===== src/rtl/atan_cordic.sv =====
// Iterative vectoring-mode CORDIC: rotates (x,y) onto the +x axis one micro-rotation
// per clock, accumulating atan2(y,x) in Q16 radians and leaving K*|v| in x.
module atan_cordic #(
  parameter int ITER = 16
) (
  input  logic               clock,
  input  logic               reset_n,
  input  logic               in_valid,
  output logic               in_ready,
  input  logic signed [31:0] x_i,
  input  logic signed [31:0] y_i,
  output logic               out_valid,
  input  logic               out_ready,
  output logic signed [31:0] angle_o,
  output logic signed [31:0] mag_o
);

  localparam logic [1:0] S_IDLE = 2'd0;
  localparam logic [1:0] S_ITER = 2'd1;
  localparam logic [1:0] S_DONE = 2'd2;

  localparam logic signed [31:0] PI   = 32'sd205887;
  localparam logic [4:0]         LAST = 5'(ITER - 1);

  // atan(2^-i) in unsigned Q16, one entry per micro-rotation.
  function automatic logic signed [31:0] atan_lut(input logic [4:0] idx);
    logic signed [31:0] val;
    case (idx)
      5'd0:    val = 32'sh0000_c910;
      5'd1:    val = 32'sh0000_76b2;
      5'd2:    val = 32'sh0000_3eb7;
      5'd3:    val = 32'sh0000_1fd6;
      5'd4:    val = 32'sh0000_0ffb;
      5'd5:    val = 32'sh0000_07ff;
      5'd6:    val = 32'sh0000_0400;
      5'd7:    val = 32'sh0000_0200;
      5'd8:    val = 32'sh0000_0100;
      5'd9:    val = 32'sh0000_0080;
      5'd10:   val = 32'sh0000_0040;
      5'd11:   val = 32'sh0000_0020;
      5'd12:   val = 32'sh0000_0010;
      5'd13:   val = 32'sh0000_0008;
      5'd14:   val = 32'sh0000_0004;
      5'd15:   val = 32'sh0000_0002;
      default: val = 32'sh0000_0000;
    endcase
    return val;
  endfunction

  logic [1:0]         state_q, state_d;
  logic signed [31:0] x_q, x_d;
  logic signed [31:0] y_q, y_d;
  logic signed [31:0] z_q, z_d;
  logic [4:0]         i_q, i_d;
  logic               zero_q, zero_d;
  logic signed [31:0] angle_q, angle_d;
  logic signed [31:0] mag_q, mag_d;

  logic signed [31:0] x_sh, y_sh, x_step, y_step, z_step;

  assign in_ready  = (state_q == S_IDLE);
  assign out_valid = (state_q == S_DONE);
  assign angle_o   = angle_q;
  assign mag_o     = mag_q;

  // One micro-rotation built from shifted copies of the old x and y.
  always_comb begin
    x_sh = x_q >>> i_q;
    y_sh = y_q >>> i_q;
    if (!y_q[31]) begin
      x_step = x_q + y_sh;
      y_step = y_q - x_sh;
      z_step = z_q + atan_lut(i_q);
    end else begin
      x_step = x_q - y_sh;
      y_step = y_q + x_sh;
      z_step = z_q - atan_lut(i_q);
    end
  end

  always_comb begin
    // NOTE: every next-state signal gets its hold value first, so no path leaves one
    // unassigned and no latch is inferred.
    state_d = state_q;
    x_d     = x_q;
    y_d     = y_q;
    z_d     = z_q;
    i_d     = i_q;
    zero_d  = zero_q;
    angle_d = angle_q;
    mag_d   = mag_q;

    case (state_q)
      S_IDLE: begin
        if (in_valid) begin
          // Left half-plane vectors are flipped by PI; y=0 with x<0 lands on +PI.
          if (!x_i[31]) begin
            x_d = x_i;
            y_d = y_i;
            z_d = '0;
          end else begin
            x_d = -x_i;
            y_d = -y_i;
            z_d = y_i[31] ? -PI : PI;
          end
          // The zero vector has no defined angle; the iteration would drift to +1.74 rad.
          zero_d  = (x_i == '0) && (y_i == '0);
          i_d     = '0;
          state_d = S_ITER;
        end
      end
      S_ITER: begin
        x_d = x_step;
        y_d = y_step;
        z_d = z_step;
        i_d = i_q + 5'd1;
        if (i_q == LAST) begin
          angle_d = zero_q ? '0 : z_step;
          mag_d   = x_step;
          state_d = S_DONE;
        end
      end
      S_DONE: begin
        if (out_ready) state_d = S_IDLE;
      end
      default: state_d = S_IDLE;
    endcase
  end

  // NOTE: state registers use non-blocking assignments so every flop samples the
  // pre-edge values regardless of statement order.
  always_ff @(posedge clock or negedge reset_n) begin
    if (!reset_n) begin
      state_q <= S_IDLE;
      x_q     <= '0;
      y_q     <= '0;
      z_q     <= '0;
      i_q     <= '0;
      zero_q  <= 1'b0;
      angle_q <= '0;
      mag_q   <= '0;
    end else begin
      state_q <= state_d;
      x_q     <= x_d;
      y_q     <= y_d;
      z_q     <= z_d;
      i_q     <= i_d;
      zero_q  <= zero_d;
      angle_q <= angle_d;
      mag_q   <= mag_d;
    end
  end

endmodule

===== config.mk =====
export PLATFORM = sky130hd
export DESIGN_NAME = atan_cordic
export DESIGN_NICKNAME = d
export VERILOG_FILES = /design/src/rtl/atan_cordic.sv
export SDC_FILE = /design/constraint.sdc
export NUM_CORES = 1
export LEC_CHECK = 0
export ABC_CLOCK_PERIOD_IN_PS = 8000
export BUFFER_PORTS_ARGS = -buffer_cell sky130_fd_sc_hd__buf_2
export CORE_MARGIN = 2
export CORE_UTILIZATION = 32
export CTS_CLUSTER_SIZE = 25
export DETAILED_ROUTE_END_ITERATION = 8
export RECOVER_POWER = 25
export SLEW_MARGIN = 30
export SYNTH_ARGS = -nofsm -noshare
export SYNTH_HDL_FRONTEND = slang
export SYNTH_SLANG_ARGS = --single-unit

===== constraint.sdc =====
create_clock -name clock -period 8 [get_ports clock]
set_input_delay 0 -clock clock [delete_from_list [all_inputs] [get_ports clock]]
set_output_delay 0 -clock clock [all_outputs]
set_load 0.005 [all_outputs]

* Word level (Yosys, flattened, before mapping)
Memories as Yosys holds them, arrays and structs flattened.
Cells that the tools add are included.
** Word-level totals
- Latch bits :: 0
- ROM bits :: 512
- Input port bits :: 68
- Memory bits (writable) :: 0
- Memories kept :: 2
- Flip-flop bits (word level) :: 168
- Output and inout port bits :: 66
- Logic and storage cells :: 60
** Memory list
- (name not given) :: words 16, bits a word 16, read ports 1, clocked after memory_dff 0, wr ports 0, RTL line 28 : case (idx)
- (name not given) :: words 16, bits a word 16, read ports 1, clocked after memory_dff 0, wr ports 0, RTL line 28
** Operators by class
- Multipliers :: 0
- Bitwise operators :: 0
- Mux-type cells :: 24
- Reductions and logical operators :: 9
- Eq/ne operators :: 6
- Shift operators :: 2
- $add $sub $neg :: 9
- Divide/modulo/power cells :: 0
- Magnitude comparators :: 0
** Operators with widths (count)
- 32-bit two-way mux :: 15
- 32-bit case mux with 2 select lines :: 3
- 32-bit adder :: 3
- 32-bit subtractor :: 3
- 32-bit zero test :: 2
- 32-bit negation :: 2
- 32-bit by 5-bit >>> shifter with 32-bit output :: 2
- 5-bit case mux with 2 select lines :: 1
- 2-bit two-way mux :: 3
- 2-bit case mux with 3 select lines :: 1
- 2-bit AND reduction :: 3
- 5-bit by 1-bit adder with 5-bit output, second input constant :: 1
- 5-bit by 4-bit == test with 1-bit output, second input constant :: 1
- 5-bit two-way mux :: 1
- 2-bit inequality test, second input constant :: 2
- 3-bit AND reduction :: 1
- 2-bit by 1-bit == test with 1-bit output, second input constant :: 1
- 2-bit == test, second input constant :: 1
- 2-bit zero test :: 1
- 2-bit by 1-bit inequality test with 1-bit output, second input constant :: 1
- 2-bit nonzero test :: 1
- 1-bit logical AND :: 1

* Logic depth before layout (Yosys ltp)
Gate-level depths: netlist of run 1.
An unclocked memory read counts as a cell.
- Depth in word-level cells :: 6
- Depth in mapped cells :: 32
- Depth with buffers taken out :: 23

* Worst setup path after synthesis of run 1
Ideal clock, no wire load.
- Path type :: reg-to-reg
- Start point :: register i_q[0]
- End point :: register z_q[31]
- Slack :: 1.445 ns
- Data arrival time :: 6.417 ns
- Period minus slack after synthesis :: 6.555 ns
- Data required time :: 7.862 ns
- Cell stages (with the launch flop) :: 30
- Path buffers :: 8
- Cell sequence :: dfrtp_1 -> buf_6 -> buf_6 -> buf_6 -> buf_6 -> buf_6 -> buf_2 -> inv_1 -> ha_1 -> a211o_1 -> o211a_1 -> nor3b_1 -> and3_1 -> clkbuf_1 -> inv_1 -> a2111oi_0 -> and3b_1 -> clkbuf_1 -> ha_1 -> a21oi_1 -> ha_1 -> and3_1 -> a221o_1 -> a21oi_1 -> nand2_1 -> o21ai_0 -> o221ai_1 -> a221o_1 -> xnor2_1 -> o211ai_1
** On the way
- Word-level cells in the longest chain between the ends :: 6
** RTL lines
- start, declared :: RTL line 54 : logic [4:0] i_q, i_d;
- start signal, assigned :: RTL line 147 : i_q <= i_d;
- memory read 16 x 16 bit
- 32-bit two-way mux :: RTL line 28
- 32-bit two-way mux :: RTL line 70 : if (!y_q[31]) begin
- 32-bit adder or 32-bit subtractor (tied branches) :: RTL line 73, 77
- 32-bit two-way mux (*) :: RTL line 70
- 32-bit case mux with 2 select lines (*) :: RTL line 93 : case (state_q)
- end signal, assigned :: RTL line 146 : z_q <= z_d;
- end, declared :: RTL line 53 : logic signed [31:0] z_q, z_d;
Mark *: on every way between the ends. The rest lies on a longest branch, timed or not. The select of a mux whose other input is x is not followed.
A chain may end at the register's enable or synchronous reset.

* Final worst setup path of run 1
Same ends and word-level chain as after synthesis.

==> results of run 1 <==
-- layout by cell type, fill, tap and decap left out, types with 18 or more instances in the layout --
cell,n
o211ai_1,58
a21oi_1,174
dlygate4sd3_1,68
or4_1,18
xor2_1,100
nand2b_1,28
o31ai_1,48
a211oi_1,19
buf_4,43
o22ai_1,40
a31oi_1,26
nand2_1,236
mux2_2,57
or2_2,18
a22o_1,21
a21o_1,41
inv_1,47
nand3_1,57
buf_2,128
nor2_1,123
ha_1,116
mux2i_1,51
nor2b_1,18
o21ai_0,171
mux4_2,63
xnor2_1,98
dfrtp_1,163
and3_1,22
nor3_1,24
-- flip-flops by register name, summed over array words and instances (netlist names) --
register	cells
y_q	32
angle_o	32
zero_q	1
mag_o	32
z_q	32
x_q	32
i_q	5
state_q	2
-- worst min-delay path, stage by stage --
cell and delay (ns):
buf_2 0.12, o31ai_1 0.09, xor2_1 0.14, nand2_1 0.06
o211ai_1 0.08, o21ai_0 0.07
-- timing repair --
action / 4_1_cts / 5_1_grt
endpoints found under the setup margin: 0 / 0
hold endpoints to repair: 160 / 0
hold buffers: 68 / 0
-- worst max-delay path by stage --
stage | endpoint | depth (start not counted)
6_report | z_q[31]$_DFFE_PN0P_ | 21
5_1_grt | y_q[30]$_DFFE_PN0P_ | 22
4_1_cts | z_q[31]$_DFFE_PN0P_ | 21
3_5_place_dp | angle_o[31]$_DFFE_PN0P_ | 21
3_3_place_gp | z_q[31]$_DFFE_PN0P_ | 21
2_1_floorplan | z_q[31]$_DFFE_PN0P_ | 29
-- cell type report --
cell class / instances / share of cell area, %
clock buffer: 18 / 2.02
timing repair buffer: 247 / 7.80
inverter: 49 / 0.845
multi-input combinational: 1888 / 64.6
clock inverter: 14 / 0.971
tap: 773 / 4.44
sequential: 168 / 19.3
-- metal layers --
metal	share of wire, %	global-route usage, %
met1	43	30.6
met2	48	40.1
met3	5.2	3.67
met4	3.4	8.33
met5	0.018	0
-- through the flow --
step | setup slack, ns | utilization (%)
floorplan | 1.44 | -
global placement | 1.05 | 34.6
detailed placement | 1.04 | 34.7
CTS | 1.05 | 36.9
global route | 0.409 | 36.9
finish | 0.887 | 36.9
-- cell families after synthesis --
kind of cell,synth area share [%]
buf+inv,4.46
xor+xnor,9.21
compound gates,26.6
mux,14.0
simple gates,15.8
fa+ha+maj,7.92
flops,22.0
==> flow_summary.toml, run 1 <==
[detailed_routing]
viasPerCell = 6.00
drt-total-wl_um = 72900
drcViolationCount = 0
wire_per_inst_um = 23.1
num_vias = 19000
drtIter0Drc = 1622
ant_nets = 0
first_pass_iters = 8

[synthesis]
syn_nets = 2437
synth_cells = 2250
synth_edf_count = 0
synthTopCellsByArea = "dfrtp_1 (22%), ha_1 (7.6%), mux4_2 (7.4%)"
ys_seq_area_share_pct = 22.0
yosys_warnings = 0
ys_types = 97
ys.flop_type = "dfrtp_1"
synthTopCellsByCount = "nand2_1 (238), a21oi_1 (174), o21ai_0 (171)"
synth_area_um2 = 19100
synth_top_area_share_pct = 22.0
synth.most_common_cell = "nand2_1"
synth_top_area_cell = "dfrtp_1"
async_reset_ff_share_pct = 100
postSynthAreaPerCell_um2 = 8.48
ys_ff_latch = 168

[placed_design]
dp_hpwl_um = 54800
place_inst = 3057
placed_area_um2 = 20500
gp_congestion = 0.986
place.port_buffers = 133

[critical_path]
critPathSlowestCell = "dfrtp_4"
max_stage_delay_ns = 0.89
critPathTopFamily = "compound AO/OA/AOI/OAI gates"
worstPathMaxFanout = 46
cp-end-kind = "flip-flop"
rr_worst_depth = 21
worst-r2r-setup-slack_ns = 0.89
worst-path-buf-inv = 2
rr_endpoint = "z_q[31]$_DFFE_PN0P_"
r2r-start = "i_q[0]$_DFFE_PN0P_"
cp.arrival_ns = 7.46
cp.required_ns = 8.35
cp-startpoint = "i_q[0]$_DFFE_PN0P_"
cp_common_cell = "ha_1"
path_class = "flip-flop to flip-flop"
crit_chain = "inv_1 > ha_1 > a211o_1 > o211a_1 > nor3b_1 > and3_1 > inv_1 > a2111oi_0 > and3b_1 > ha_1 > a21oi_1 > ha_1 > and3_1 > a221o_1 > a21oi_1 > nand2_1 > o21ai_0 > o221ai_1 > a221o_1 > xnor2_1 > o211ai_1"
start_kind = "flip-flop"

[global_route]
grt_pass1_wl_um = 111000
globalRouteTotalUtil_pct = 23.7
antenna_found_initial = 1
grt_max_degree = 84
grt_overflow_total = 0
grt_pass1_vias = 18200

[clocking]
cts_sinks = 168
post_cts_resized = 0
clkTransAtPathRegs_ns = 0.08
cts_tree = "yes"
clock-root-buffer = "clkbuf_16"
cts_setup_buffers = 0
htreeDepth = 4
numCtsBuffers = 17
worstSkewPairLatency_ns = 0.50
cts_max_path_buffers = 2

[sta]
hold_viol_final = 0
whs_ns = 0.103
setup_violations = 0
setup_tns_ns = 0
rsz0062_at_grt = "no"
slew_viol_final = 100
slew_headroom_pct = -109
fin_crit_sh_pct = 88.9
clock_skew_ns = 0.0176
fmax_mhz = 141
tightest_slew_ns = 3.14
finalCriticalPeriod_ns = 7.11

[final_layout]
antenna_cells = 0
syn_to_final_growth_pct = 14.1
stdcell_count = 3157
multi_input_area_um2 = 14100
n_fill_cell = 6087
layout.nets = 2558
stdcell_area_um2 = 21800
drive_above_1_share_pct = 16.0
final-seq-area_um2 = 4210

[status]
violations = "capacitance limit, slew limit"
status = "finished with violations"

[min_path]
worstHoldPathCells = 6
worst_hold_path.endpoint = "y_q[23]$_DFFE_PN0P_"
hold_start = "y_i[21]"
hp-class = "input pin to flip-flop"

[flow_run]
cap_violations = 2

[floorplanning]
die_w_um = 248
rows = 89
die_area_um2 = 61600
io_pins = 134
coreArea_um2 = 59000
start_util_pct = 32.3
fp.dieH_um = 248
Power of run 1 is left out: the tool's default activity adds up to more than one toggle a clock period on the data nets, which glitch-free logic cannot reach.
==> run 2, diff against run 1 <==
==> constraint.sdc (replaced) <==
create_clock -name clock -period 8 [get_ports clock]
set_input_delay 0.4 -clock clock [delete_from_list [all_inputs] [get_ports clock]]
set_output_delay 0.4 -clock clock [all_outputs]
set_load 0.005 [all_outputs]
==> run 2 against run 1 <==
The run still ends with capacitance limit, slew limit left. Cell count is 2.1% lower. Via count down 1.2%. Setup slack better by 0.023 ns. Flip-flop and latch count is the same. Register-to-register slack gained 0.02 ns. Die area is the same. First-iteration DRC count rose by 1.2%. Hold slack gained 0.026 ns. Clock-buffer cell count is the same. Largest cell class unchanged.
==> flow_summary.toml, run 2 (same netlist as run 1, synthesis figures left out) <==
[status]
status = "finished with violations"
violations = "capacitance limit, slew limit"

[floorplanning]
die_w_um = 248
die_area_um2 = 61600
io_pins = 134
start_util_pct = 32.3
fp.dieH_um = 248
rows = 89
coreArea_um2 = 59000

[critical_path]
cp_common_cell = "ha_1"
r2r-start = "i_q[0]$_DFFE_PN0P_"
start_kind = "flip-flop"
worstPathMaxFanout = 46
cp.arrival_ns = 7.44
rr_endpoint = "z_q[31]$_DFFE_PN0P_"
rr_worst_depth = 21
cp.required_ns = 8.35
max_stage_delay_ns = 0.89
critPathSlowestCell = "dfrtp_4"
cp-end-kind = "flip-flop"
path_class = "flip-flop to flip-flop"
worst-r2r-setup-slack_ns = 0.91
crit_chain = "inv_1 > ha_1 > a211o_1 > o211a_1 > nor3b_1 > and3_1 > inv_1 > a2111oi_0 > and3b_1 > ha_1 > a21oi_1 > ha_1 > and3_1 > a221o_1 > a21oi_1 > nand2_1 > o21ai_0 > o221ai_1 > a221o_1 > xnor2_1 > o211ai_1"

[final_layout]
layout.nets = 2491
layout_common_cells = "nand2_1 (236), a21oi_1 (174), o21ai_0 (171)"
n_fill_cell = 6158
drive_above_1_share_pct = 16.4
antenna_cells = 0
final_common_cell = "nand2_1"
syn_to_final_growth_pct = 10.6
stdcell_area_um2 = 21100
multi_input_area_um2 = 14100
final-seq-area_um2 = 4210

[detailed_routing]
first_pass_iters = 6
drt-total-wl_um = 72300
wire_per_inst_um = 23.4
drtIter0Drc = 1641
viasPerCell = 6.06
num_vias = 18700
drcViolationCount = 0
ant_nets = 0

[clocking]
post_cts_resized = 0
cts_max_path_buffers = 2
ctsHoldBuffers = 1
worstSkewPairLatency_ns = 0.50
cts_sinks = 168
numCtsBuffers = 17
cts_tree = "yes"
htreeDepth = 4
clkTransAtPathRegs_ns = 0.08
cts_setup_buffers = 0
clock-root-buffer = "clkbuf_16"

[min_path]
worstHoldPathCells = 2
hp-class = "input pin to flip-flop"
hold_start = "out_ready"
worst_hold_path.endpoint = "state_q[1]$_DFFE_PN0P_"

[sta]
slew_headroom_pct = -108
whs_ns = 0.129
fin_crit_sh_pct = 88.6
tightest_slew_ns = 3.11
fin_ws_ns = 0.910
clock_skew_ns = 0.0187
setup_tns_ns = 0
hold_viol_final = 0
setup_violations = 0
finalCriticalPeriod_ns = 7.09
slew_viol_final = 100
rsz0062_at_grt = "no"
fmax_mhz = 141

[global_route]
met1_usage_pct = 30.3
grt_overflow_total = 0
grt_pass1_wl_um = 110000
met2_usage_pct = 39.7
grt_most_used_layer = "met2"
grt_max_degree = 84
globalRouteTotalUtil_pct = 23.5
met3_usage_pct = 3.67
grt_pass1_vias = 17900
antenna_found_initial = 1

[placed_design]
place.port_buffers = 133
placed_area_um2 = 20500
gp_congestion = 0.986
pre_cts_ws_ns = 1.04
dp_hpwl_um = 54800

[flow_run]
cap_violations = 2
## run 2: final cells by class
cell class | count | area share (%)
clock buffer | 18 | 2.08
tap | 773 | 4.58
sequential | 168 | 20.0
timing repair buffer | 180 | 4.87
clock inverter | 14 | 1.00
inverter | 49 | 0.872
multi-input combinational | 1888 | 66.6
## run 2: layer usage
layer | vias to the layer above | share of wire, %
li1 | 8644 | -
met1 | 9323 | 43
met2 | 649 | 48
met3 | 104 | 5.5
met4 | 2 | 3.2
met5 | - | 0.018
## run 2: worst max-delay path: cells and delay by family, from the launching register on
kind / cells / cell delay, ns
XOR/XNOR: 1 / 0.23
buffers and inverters: 2 / 0.34
flip-flops: 1 / 0.89
AO/OA/AOI/OAI: 10 / 2.84
adder cells (fa/ha/maj): 3 / 1.04
AND/OR/NAND/NOR: 5 / 1.58
## run 2: metrics by stage
step,util (%),instances
floorplan,-,2250
global placement,34.6,3056
detailed placement,34.7,3057
CTS,35.8,3090
global route,35.8,3090
finish,35.8,3090
## run 2: worst max-delay path by stage
| stage | start | to | slack (ns) | cells after the start |
|---|---|---|---|---|
| after CTS | i_q[0]$_DFFE_PN0P_ | z_q[31]$_DFFE_PN0P_ | 1.05 | 21 |
| after global placement | i_q[0]$_DFFE_PN0P_ | z_q[31]$_DFFE_PN0P_ | 1.05 | 21 |
| after detailed placement | i_q[0]$_DFFE_PN0P_ | angle_o[31]$_DFFE_PN0P_ | 1.04 | 21 |
| final | i_q[0]$_DFFE_PN0P_ | z_q[31]$_DFFE_PN0P_ | 0.91 | 21 |
| after floorplan | i_q[0]$_DFFE_PN0P_ | z_q[31]$_DFFE_PN0P_ | 1.44 | 29 |
| after global routing | i_q[0]$_DFFE_PN0P_ | y_q[30]$_DFFE_PN0P_ | 0.41 | 22 |
Power of run 2 is left out for the same reason.
